==> config.mk <==
export PLATFORM = sky130hd
export DESIGN_NAME = mem_stage
export DESIGN_NICKNAME = d
export VERILOG_FILES = /design/src/rtl/mem_stage_pkg.sv /design/src/rtl/mem_bus_if.sv /design/src/rtl/mem_stage.sv
export SDC_FILE = /design/constraint.sdc
export NUM_CORES = 1
export LEC_CHECK = 0
export CORE_AREA = 2 2 111 113
export CTS_CLUSTER_DIAMETER = 50
export DETAILED_ROUTE_END_ITERATION = 6
export DIE_AREA = 0 0 113 115
export HOLD_SLACK_MARGIN = 0.1
export PLACE_DENSITY = 0.74
export SLEW_MARGIN = 20
export SYNTH_ARGS = -nofsm -noshare
export SYNTH_HDL_FRONTEND = slang
export SYNTH_SLANG_ARGS = --single-unit
==> constraint.sdc <==
create_clock -name clk -period 1.9 [get_ports clk]
set_input_delay 0.19 -clock clk [delete_from_list [all_inputs] [get_ports clk]]
set_output_delay 0.19 -clock clk [all_outputs]
set_load 0.01 [all_outputs]
==> src/rtl/mem_stage_pkg.sv <==
// Shared encodings for the MEM stage: memory/control op codes, exception codes,
// bus widths, bus FSM states and the MEM pipeline register layout.
package mem_stage_pkg;

    localparam int PC_W   = 30;
    localparam int DATA_W = 32;
    localparam int ADDR_W = 30;
    localparam int REG_W  = 5;

    typedef enum logic [1:0] {
        MEM_OP_NOP = 2'd0,
        MEM_OP_LDW = 2'd1,
        MEM_OP_STW = 2'd2
    } mem_op_e;

    typedef enum logic [1:0] {
        CTRL_OP_NOP  = 2'd0,
        CTRL_OP_LDCR = 2'd1,
        CTRL_OP_STCR = 2'd2,
        CTRL_OP_EXRT = 2'd3
    } ctrl_op_e;

    typedef enum logic [2:0] {
        ISA_EXP_NO_EXP     = 3'd0,
        ISA_EXP_EXT_INT    = 3'd1,
        ISA_EXP_UNDEF_INSN = 3'd2,
        ISA_EXP_OVERFLOW   = 3'd3,
        ISA_EXP_MISS_ALIGN = 3'd4,
        ISA_EXP_TRAP       = 3'd5,
        ISA_EXP_PRV_VIO    = 3'd6
    } isa_exp_e;

    typedef enum logic {
        BUS_IF_IDLE   = 1'b0,
        BUS_IF_ACCESS = 1'b1
    } bus_if_state_e;

    typedef struct packed {
        logic [PC_W-1:0]   pc;
        logic              en;
        logic              br_flag;
        logic [1:0]        ctrl_op;
        logic [REG_W-1:0]  dst_addr;
        logic              gpr_we_n;
        logic [2:0]        exp_code;
        logic [DATA_W-1:0] out;
    } mem_reg_t;

    localparam mem_reg_t MEM_REG_BUBBLE = '{
        pc: '0, en: 1'b0, br_flag: 1'b0, ctrl_op: CTRL_OP_NOP,
        dst_addr: '0, gpr_we_n: 1'b1, exp_code: ISA_EXP_NO_EXP, out: '0
    };

    function automatic logic is_word_aligned(input logic [1:0] byte_offset);
        return byte_offset == 2'b00;
    endfunction

endpackage

==> src/rtl/mem_bus_if.sv <==
// Bus-side half of the MEM stage: word-alignment check and the two-state
// IDLE/ACCESS request FSM with zero-wait completion support.
module mem_bus_if
    import mem_stage_pkg::*;
(
    input  logic              clk,
    input  logic              reset,
    input  logic              flush,
    input  logic              en,
    input  logic [1:0]        mem_op,
    input  logic [2:0]        exp_code,
    input  logic [DATA_W-1:0] addr,
    input  logic [DATA_W-1:0] wr_data,
    input  logic              bus_rdy,
    output logic              bus_req,
    output logic [ADDR_W-1:0] bus_addr,
    output logic              bus_rw,
    output logic [DATA_W-1:0] bus_wr_data,
    output logic              mem_busy,
    output logic              miss_align
);

    bus_if_state_e state;
    logic aligned;
    logic no_exp;
    logic word_op;
    logic acc;

    assign aligned = is_word_aligned(addr[1:0]);
    assign no_exp  = (exp_code == ISA_EXP_NO_EXP);
    assign word_op = (mem_op == MEM_OP_LDW) || (mem_op == MEM_OP_STW);
    assign acc     = en && (mem_op != MEM_OP_NOP) && no_exp && aligned && !flush;

    // An earlier exception takes precedence over the alignment fault.
    assign miss_align = en && word_op && no_exp && !aligned;

    // Once in ACCESS the request is held regardless of flush until the slave answers.
    assign bus_req     = (state == BUS_IF_ACCESS) || acc;
    assign mem_busy    = bus_req && !bus_rdy;
    assign bus_addr    = addr[DATA_W-1:2];
    assign bus_rw      = (mem_op == MEM_OP_LDW);
    assign bus_wr_data = wr_data;

    always_ff @(posedge clk) begin
        if (reset) begin
            state <= BUS_IF_IDLE;
        end else begin
            case (state)
                BUS_IF_IDLE:   if (acc && !bus_rdy) state <= BUS_IF_ACCESS;
                BUS_IF_ACCESS: if (bus_rdy) state <= BUS_IF_IDLE;
                default:       state <= BUS_IF_IDLE;
            endcase
        end
    end

endmodule

==> src/rtl/mem_stage.sv <==
// MEM pipeline stage: issues the data bus access for LDW/STW and holds the
// MEM pipeline register feeding write-back.
module mem_stage
    import mem_stage_pkg::*;
(
    input  logic              clk,
    input  logic              reset,
    input  logic              Stall,
    input  logic              Flush,
    input  logic [PC_W-1:0]   EXPC,
    input  logic              EXEn,
    input  logic              EXBrFlag,
    input  logic [1:0]        EXMemOp,
    input  logic [DATA_W-1:0] EXMemWrData,
    input  logic [1:0]        EXCtrlOp,
    input  logic [REG_W-1:0]  EXDstAddr,
    input  logic              EXGPRWE_,
    input  logic [2:0]        EXExpCode,
    input  logic [DATA_W-1:0] EXOut,
    output logic              BusReq,
    output logic [ADDR_W-1:0] BusAddr,
    output logic              BusRW,
    output logic [DATA_W-1:0] BusWrData,
    input  logic [DATA_W-1:0] BusRdData,
    input  logic              BusRdy,
    output logic              MemBusy,
    output logic [PC_W-1:0]   MEMPC,
    output logic              MEMEn,
    output logic              MEMBrFlag,
    output logic [1:0]        MEMCtrlOp,
    output logic [REG_W-1:0]  MEMDstAddr,
    output logic              MEMGPRWE_,
    output logic [2:0]        MEMExpCode,
    output logic [DATA_W-1:0] MEMOut
);

    logic     miss_align;
    mem_reg_t mem_next;
    mem_reg_t mem_p0;

    mem_bus_if u_bus_if (
        .clk         (clk),
        .reset       (reset),
        .flush       (Flush),
        .en          (EXEn),
        .mem_op      (EXMemOp),
        .exp_code    (EXExpCode),
        .addr        (EXOut),
        .wr_data     (EXMemWrData),
        .bus_rdy     (BusRdy),
        .bus_req     (BusReq),
        .bus_addr    (BusAddr),
        .bus_rw      (BusRW),
        .bus_wr_data (BusWrData),
        .mem_busy    (MemBusy),
        .miss_align  (miss_align)
    );

    always_comb begin
        mem_next = '{
            pc: EXPC, en: EXEn, br_flag: EXBrFlag, ctrl_op: EXCtrlOp,
            dst_addr: EXDstAddr, gpr_we_n: EXGPRWE_, exp_code: EXExpCode,
            out: (EXMemOp == MEM_OP_LDW) ? BusRdData : EXOut
        };
        if (Flush) begin
            mem_next = MEM_REG_BUBBLE;
        end else if (miss_align) begin
            mem_next.ctrl_op  = CTRL_OP_NOP;
            mem_next.dst_addr = '0;
            mem_next.gpr_we_n = 1'b1;
            mem_next.exp_code = ISA_EXP_MISS_ALIGN;
            mem_next.out      = '0;
        end
    end

    // EX -> MEM boundary; load data is captured on the edge where BusRdy releases the stall.
    always_ff @(posedge clk) begin
        if (reset) begin
            mem_p0 <= MEM_REG_BUBBLE;
        end else if (!Stall) begin
            mem_p0 <= mem_next;
        end
    end

    assign MEMPC      = mem_p0.pc;
    assign MEMEn      = mem_p0.en;
    assign MEMBrFlag  = mem_p0.br_flag;
    assign MEMCtrlOp  = mem_p0.ctrl_op;
    assign MEMDstAddr = mem_p0.dst_addr;
    assign MEMGPRWE_  = mem_p0.gpr_we_n;
    assign MEMExpCode = mem_p0.exp_code;
    assign MEMOut     = mem_p0.out;

endmodule

**Word level (Yosys, flattened, before mapping)**

Cells that the tools add are included.

- Add/sub/neg operators: 0
- Multipliers: 0
- Div/mod/pow operators: 0
- Order comparisons: 0
- Equality and inequality tests: 2
- Shift-type cells: 0
- Muxes and demuxes: 7
- Bitwise gates (word level): 1
- Reductions and logical operators: 17

Operators with widths:

| operator | count |
|---|---|
| $mux 43 | 2 |
| $mux 32 | 2 |
| $logic_and 1x1->1 | 9 |
| $logic_not 1->1 | 3 |
| $logic_not 3->1 | 1 |
| $eq 2x1->1 const B | 1 |
| $eq 2x2->1 const B | 1 |
| $logic_not 2->1 | 1 |
| $logic_or 1x1->1 | 2 |
| $mux 1 | 2 |
| $pmux 1 s2 | 1 |
| $reduce_bool 2->1 | 1 |
| $not 1->1 | 1 |

- Bits in registers: 76
- Latch bits: 0
- Bits in writable memories: 0
- Bits in read-only memories: 0
- Input bits: 146
- Output and inout port bits: 140
- Logic and storage cells: 36
- Memories kept: 0

**Longest topological paths before layout**

- Word-level depth: 8
- Mapped depth: 6
- Mapped depth without buffers: 5

**Cells and area by module**

A second synthesis with hierarchy kept.

- Cells, all modules: 364
- Area total of the unflattened synthesis: 3,375.7 um2

By module, submodules not included:

| module | instances | cells each | area each (um2) | seq. area each (um2) |
|---|---|---|---|---|
| mem_stage | 1 | 290 | 2,785.2 | 1,501.4 |
| mem_bus_if | 1 | 74 | 590.6 | 20.0 |

**Least setup slack after synthesis**

Ideal clock, no wire load.

- Path kind: input port to flip-flop
- From: input port EXMemOp[1]
- To: register mem_p0, in the netlist MEMOut[10]
- Setup time: 115 ps
- Arrival time: 1,154 ps
- Data required time: 1,785 ps
- Slack: 631 ps
- Stages on the path: 6
- Path buffers: 2
- Cells stage by stage: inv_1 > ha_1 > buf_2 > buf_2 > mux2i_1 > o21ai_2

- Longest elaborated chain between the ends: 7
- Elaborated cells between the ends (all ways): 9
- Those cells by class: eq/ne (2); mux (3); reduce/logical (4)

RTL lines:

| element | line | source |
|---|---|---|
| from (decl) | mem_stage.sv:13 | `input logic [1:0] EXMemOp,` |
| $eq 2x1->1 (*) | - |  |
| net BusRW | mem_stage.sv:22 | `output logic BusRW,` |
| $logic_or 1x1->1 | mem_bus_if.sv:31 | `assign word_op = (mem_op == MEM_OP_LDW) \|\| (mem_op == MEM_OP_STW);` |
| $logic_and 1x1->1 (3 in a row) | mem_bus_if.sv:35 | `assign miss_align = en && word_op && no_exp && !aligned;` |
| $mux 43 (*) | mem_stage.sv:67 | `end else if (miss_align) begin` |
| $mux 43 (*) | mem_stage.sv:65 | `if (Flush) begin` |
| to (signal assigned) | mem_stage.sv:81 | `mem_p0 <= mem_next;` |
| to (decl) | mem_stage.sv:39 | `mem_reg_t mem_p0;` |

Mark *: on every way through the listed nets, which the timed path passes. The rest lies on a longest branch.
A chain may end at the register's enable or synchronous reset.

**Worst setup path after layout**

- From: input port EXMemOp[0]
- To: output port BusRW

- Longest elaborated chain between the ends: 1

RTL lines:

| element | line | source |
|---|---|---|
| $eq 2x1->1 | mem_bus_if.sv:41 | `assign bus_rw = (mem_op == MEM_OP_LDW);` |
| to (decl) | mem_stage.sv:22 |  |

Every way passes these cells.

==> run metrics <==
die width=113 um; Core Region=11810 sq um; Global Route Usage Sum=0.1564; Syn Nets=501; min cycle time layout=1775 ps; # H-tree levels=3; violated checks=DRC; Setup violations, final=0; outcome=finished with violations; Final nets=roughly 660; IO Count=286; grt total ovfl=0; CP startpoint kind=input port; CTS tree=built; final setup margin=124.6 ps; Vias=around 3000; internal power=3.393 mW; Starting DRT DRC Count=121; Worst Skew=0 ps; RSZ-0062 raised after global routing=no; Yosys top cell area share=0.4480; Avg Vias per Cell=4.625; # fillers=between 1000 and 1500; EDFF count, synth=0; asr flop ratio synth=0; achievable frequency=between 0.5 and 0.6 GHz; first-pass GRT wire length=~16000 um; crit path max fanout=3; multi-input combinational cell area=1290 sq um; GR peak layer=met2; post-synthesis sequential area ratio=0.4480; met3 usage=0.04639; post-DR wirelength/cell=15.88 um; HPWL after DPL=8258 um; most common cell after layout, fill and taps aside=clkdlybuf4s50_1; critical path class=in2out; GR Util met1=0.1693; Worst setup EP type=primary output; ANT nets after route=0; vias in the first global route=3187; setup_tns=0 ps; n_diodes=0; largest net degree at the start of global routing=39; top post-synthesis cells by area=dfxtp_1 45%, buf_4 14%, mux2i_1 9.4%; area growth from synthesis to layout=67.76%; arrival time worst endpoint=1590 ps; worst slack at placement=-174.7 ps; worst vdd ir=0.3620 mV; fraction of layout cells with a size suffix above 1=0.1096; sw frac=0.2189; Least-Margin Pin Slew=about 560 ps; Mean Syn Cell Area=between 9 and 10 sq um; register share of total power=0.390; Fin. Hold Viols=0; Synth area leader=dfxtp_1; Row Count=40; Pre-antenna DRT Iters=7; Syn Std Cell Area=3396 sq um; root buffer cell=clkbuf_16; YS warnings=0; CP Data Required Time=1710 ps; ys flop type=dfxtp_1; placed cell areas=roughly 5400 sq um; fin area=roughly 5700 sq um; TritonCTS Buffers=9; Clock Power Share=0.434; GR Layer Usage met2=0.2830; initial antenna violation count=0; Skew-Pair Late Insertion Delay=between 300 and 400 ps; Power Density=762.4 nW/um^2; die area=13000 sq um; initial core utilization=0.2875; CTS sink cnt=76; Comb power frac=0.176; maximum clock path buffer count=2; Synth Register Bits=76; gpl congestion=roughly 0.8; Sequential Area=around 1500 sq um; max-cap viol count=0; final worst-path cycle share=0.9344; Pwr Total=4.343 mW; Final Max Tran Viols=0; P_leak=2.157 nW; hold_buf cts=0; Vert. Die Dim=between 100 and 150 um; slew margin rel.=0.6267; post-synthesis cell type count=27; hold slack=380.0 ps; hold crit path type=in2out; DRC viols=17; most frequent cells in the layout=219 x clkdlybuf4s50_1, 76 x dfxtp_1, 35 x nor2_1, 33 x a22oi_1; Psw=~0.95 mW; Mapped Cells=353; I/O Buffers=~220; WL final=10590 um
## critical path: stages
cell	delay, ps
clkdlybuf4s50_1	480
buf_4	110
ha_2	220
clkdlybuf4s50_1	580
## synth_stat cells (2+ instances only)
cell type and instances:
o21ai_0 2, buf_6 3, mux2i_1 32, ha_1 2, inv_1 4, nand2_1 32, buf_2 14, nor3_1 3
a21oi_1 3, nor2_1 36, clkbuf_1 2, o21ai_2 20, a22oi_1 33, buf_4 62, dfxtp_1 76, o21ai_1 10
a22o_1 7, buf_1 3
## power by group through the flow
| stage | clock [mW] | sequential (mW) | combinational (mW) |
|---|---|---|---|
| global placement | 0 | 1.73 | 0.757 |
| global route | 2.01 | 1.70 | 0.817 |
| detailed placement | 0 | 1.73 | 0.769 |
| floorplan | 0 | 1.76 | 0.338 |
| CTS | 1.94 | 1.70 | 0.773 |
| finish | 1.88 | 1.70 | 0.764 |
## routing by layer
metal / vias to the layer above / part of all wire
li1: 1480 / -
met1: 1451 / 0.37
met2: 133 / 0.52
met3: 21 / 0.085
met4: 0 / 0.021
met5: - / 0
## state kept, by name (all words and copies together) (netlist names)
signal,cells
MEMDstAddr,5
MEMEn,1
u_bus_if.state,1
MEMBrFlag,1
MEMPC,30
MEMCtrlOp,2
MEMOut,32
MEMExpCode,3
MEMGPRWE_,1
## final cells by class
| class | count | area share |
|---|---|---|
| repair buffers | 235 | 0.4123 |
| flip-flops and latches | 76 | 0.2671 |
| multi-input cells | 189 | 0.2264 |
| clock buffers | 13 | 0.04744 |
| well taps | 147 | 0.03229 |
| clock inverters | 3 | 0.01186 |
| inverters | 4 | 0.002636 |
## worst paths after layout
kind	end	slack (ps)	startpoint	cells after the start
hold / removal	BusWrData[0]	380	EXMemWrData[0]	0
setup reg to reg	MEMExpCode[2]	1080	MEMExpCode[2]	2
setup / recovery	BusRW	120	EXMemOp[0]	4
hold reg to reg	MEMOut[26]	450	MEMOut[26]	2
## stage by stage
step	utilization	cells
after floorplan	-	353
after global placement	0.4531	650
after detailed placement	0.4531	650
after CTS	0.4821	667
after global routing	0.4823	667
final	0.4823	667
## kinds of logic after synthesis
kind of cell,share of synthesized area
AOI/OAI and AO/OA,0.1802
and+or+nand+nor,0.09249
adders and majority gates,0.007368
muxes,0.09433
buffers and inverters,0.1776
DFF,0.4480
## timing repair
item / CTS / global route
pin swaps: 1 / 0
buffers inserted: 1 / 0
setup endpoints to repair: 2 / 1
resized for setup: 2 / 3
Note: power is estimated with default switching activity, not from simulation.
==> variant, RTL diff (same settings) <==
Change the package constant `REG_W` from 5 to 4.
--- a/src/rtl/mem_stage_pkg.sv
+++ b/src/rtl/mem_stage_pkg.sv
@@ -5,7 +5,7 @@
     localparam int PC_W   = 30;
     localparam int DATA_W = 32;
     localparam int ADDR_W = 30;
-    localparam int REG_W  = 5;
+    localparam int REG_W  = 4;
 
     typedef enum logic [1:0] {
         MEM_OP_NOP = 2'd0,
Ports: changed (resized EXDstAddr and MEMDstAddr); port bits go from 286 to 284. The function was not compared with the original's and may differ.
==> variant against the original RTL <==
- the run still ends with design-rule violations left
- total power fell by 7.3%
- synthesized area fell by 3.3%
- non-clock buffer count did not move
- sequential cell count fell by 1
- critical path depth rose by 4
- cell area fell by 2.9%
- routed wire length fell by 3.4%
- setup slack got worse by 0.068 ns
- clock skew did not move
- critical path type unchanged
- largest cell class unchanged
- highest routed layer unchanged
==> variant: results (changes against the original RTL) <==
area post-placement=5240 um^2 (-2.1%); clock tree sinks=75 (-1.3%); proportion of synthesized area in mux cells=0.0975 (+0.00320); outcome=finished, violations left; first-pass GRT wire length=15.4 mm (-5.2%); met1 usage=0.164 (-0.00486); Filler Cell Count=1103 (+2.3%); Min-Delay Endpoint=BusWrData[19]; Synth cell types=26 (-3.7%); CP peak stage delay=0.50 ns (-0.08 ns); placed cell count=649 (-0.15%); Register Area=1500 um^2 (-1.3%); clock-cell share of area=0.0520 (-0.00725); drt drc=17 (unchanged); Leak=2.08 nW (-3.7%); gr usage total=0.148 (-0.00845); Layout Cells excl Fill=665 (-0.30%); routing usage on met3=0.0348 (-0.0116); gp weighted congestion=0.722 (-7.6%); Post-CTS Setup Inserts=0 (-1); multi-input combinational area share=0.216 (-0.0101); largest cells by area after synthesis=dfxtp_1, buf_4, mux2i_1; # nets final=660 (-0.45%); failing checks=design-rule violations; Slew @ Worst Pin=0.493 ns (-0.0669 ns); multi-input gates=188 (-0.53%); vias=3007 (-2.5%); post-DR wirelength/cell=15.4 um (-3.1%); vias in the first global route=3128 (-1.9%); CTS resizes=5 (+3); Worst EP arrival=1.65 ns (+0.06 ns); largest net degree at the start of global routing=37 (-5.1%); hpwl dp=7.93 mm (-3.9%); compound-cell area share of the yosys netlist=0.158 (-0.0225); post-synthesis adder-cell area fraction=0.00762 (+0.000250); Commonest cells post-synth=dfxtp_1, buf_4, nor2_1, a22oi_1; ratio of cells with drive above 1 in the final layout=0.0753 (-0.0343); syn_area_per_cell=9.36 um^2 (-2.7%); non-clk buf share=0.424 (+0.0118); DR iter-0 viols=92 (-24%); Seq/Total Area, Yosys=0.457 (+0.00910); clock buffers=10 (-3); pre-CTS setup slack=-0.326 ns (-0.151 ns); Buffers on Ports=219 (-0.90%)
variant: changes by cell type after synthesis, sizes merged:
cell,before,now
buf,82,81
a22o,7,6
clkbuf,2,3
dfxtp,76,75
variant: logic make-up (layout without fill, tap and decap cells):
family                   Yosys count  count (layout)
buffers and inverters             88             255
AO/OA/AOI/OAI                     79              79
flip-flops                        75              75
AND/OR/NAND/NOR                   75              75
multiplexers                      32              32
adder cells (fa/ha/maj)            2               2
variant: worst max-delay path by stage:
stage,endpoint,slack (ns),depth (start not counted)
floorplan,MEMOut[10]$_SDFFE_PP0N_,0.66,6
global route,BusReq,0.02,8
finish,BusReq,0.06,8
CTS,MemBusy,-0.0005,8
detailed placement,MemBusy,-0.33,8
global placement,MemBusy,-0.30,8
variant: power by group:
group          switching, mW  internal (mW)  leakage [nW]
combinational          0.276          0.467          1.33
sequential            0.0338           1.64         0.612
clock                  0.682          0.931         0.132
total                  0.992           3.03          2.08
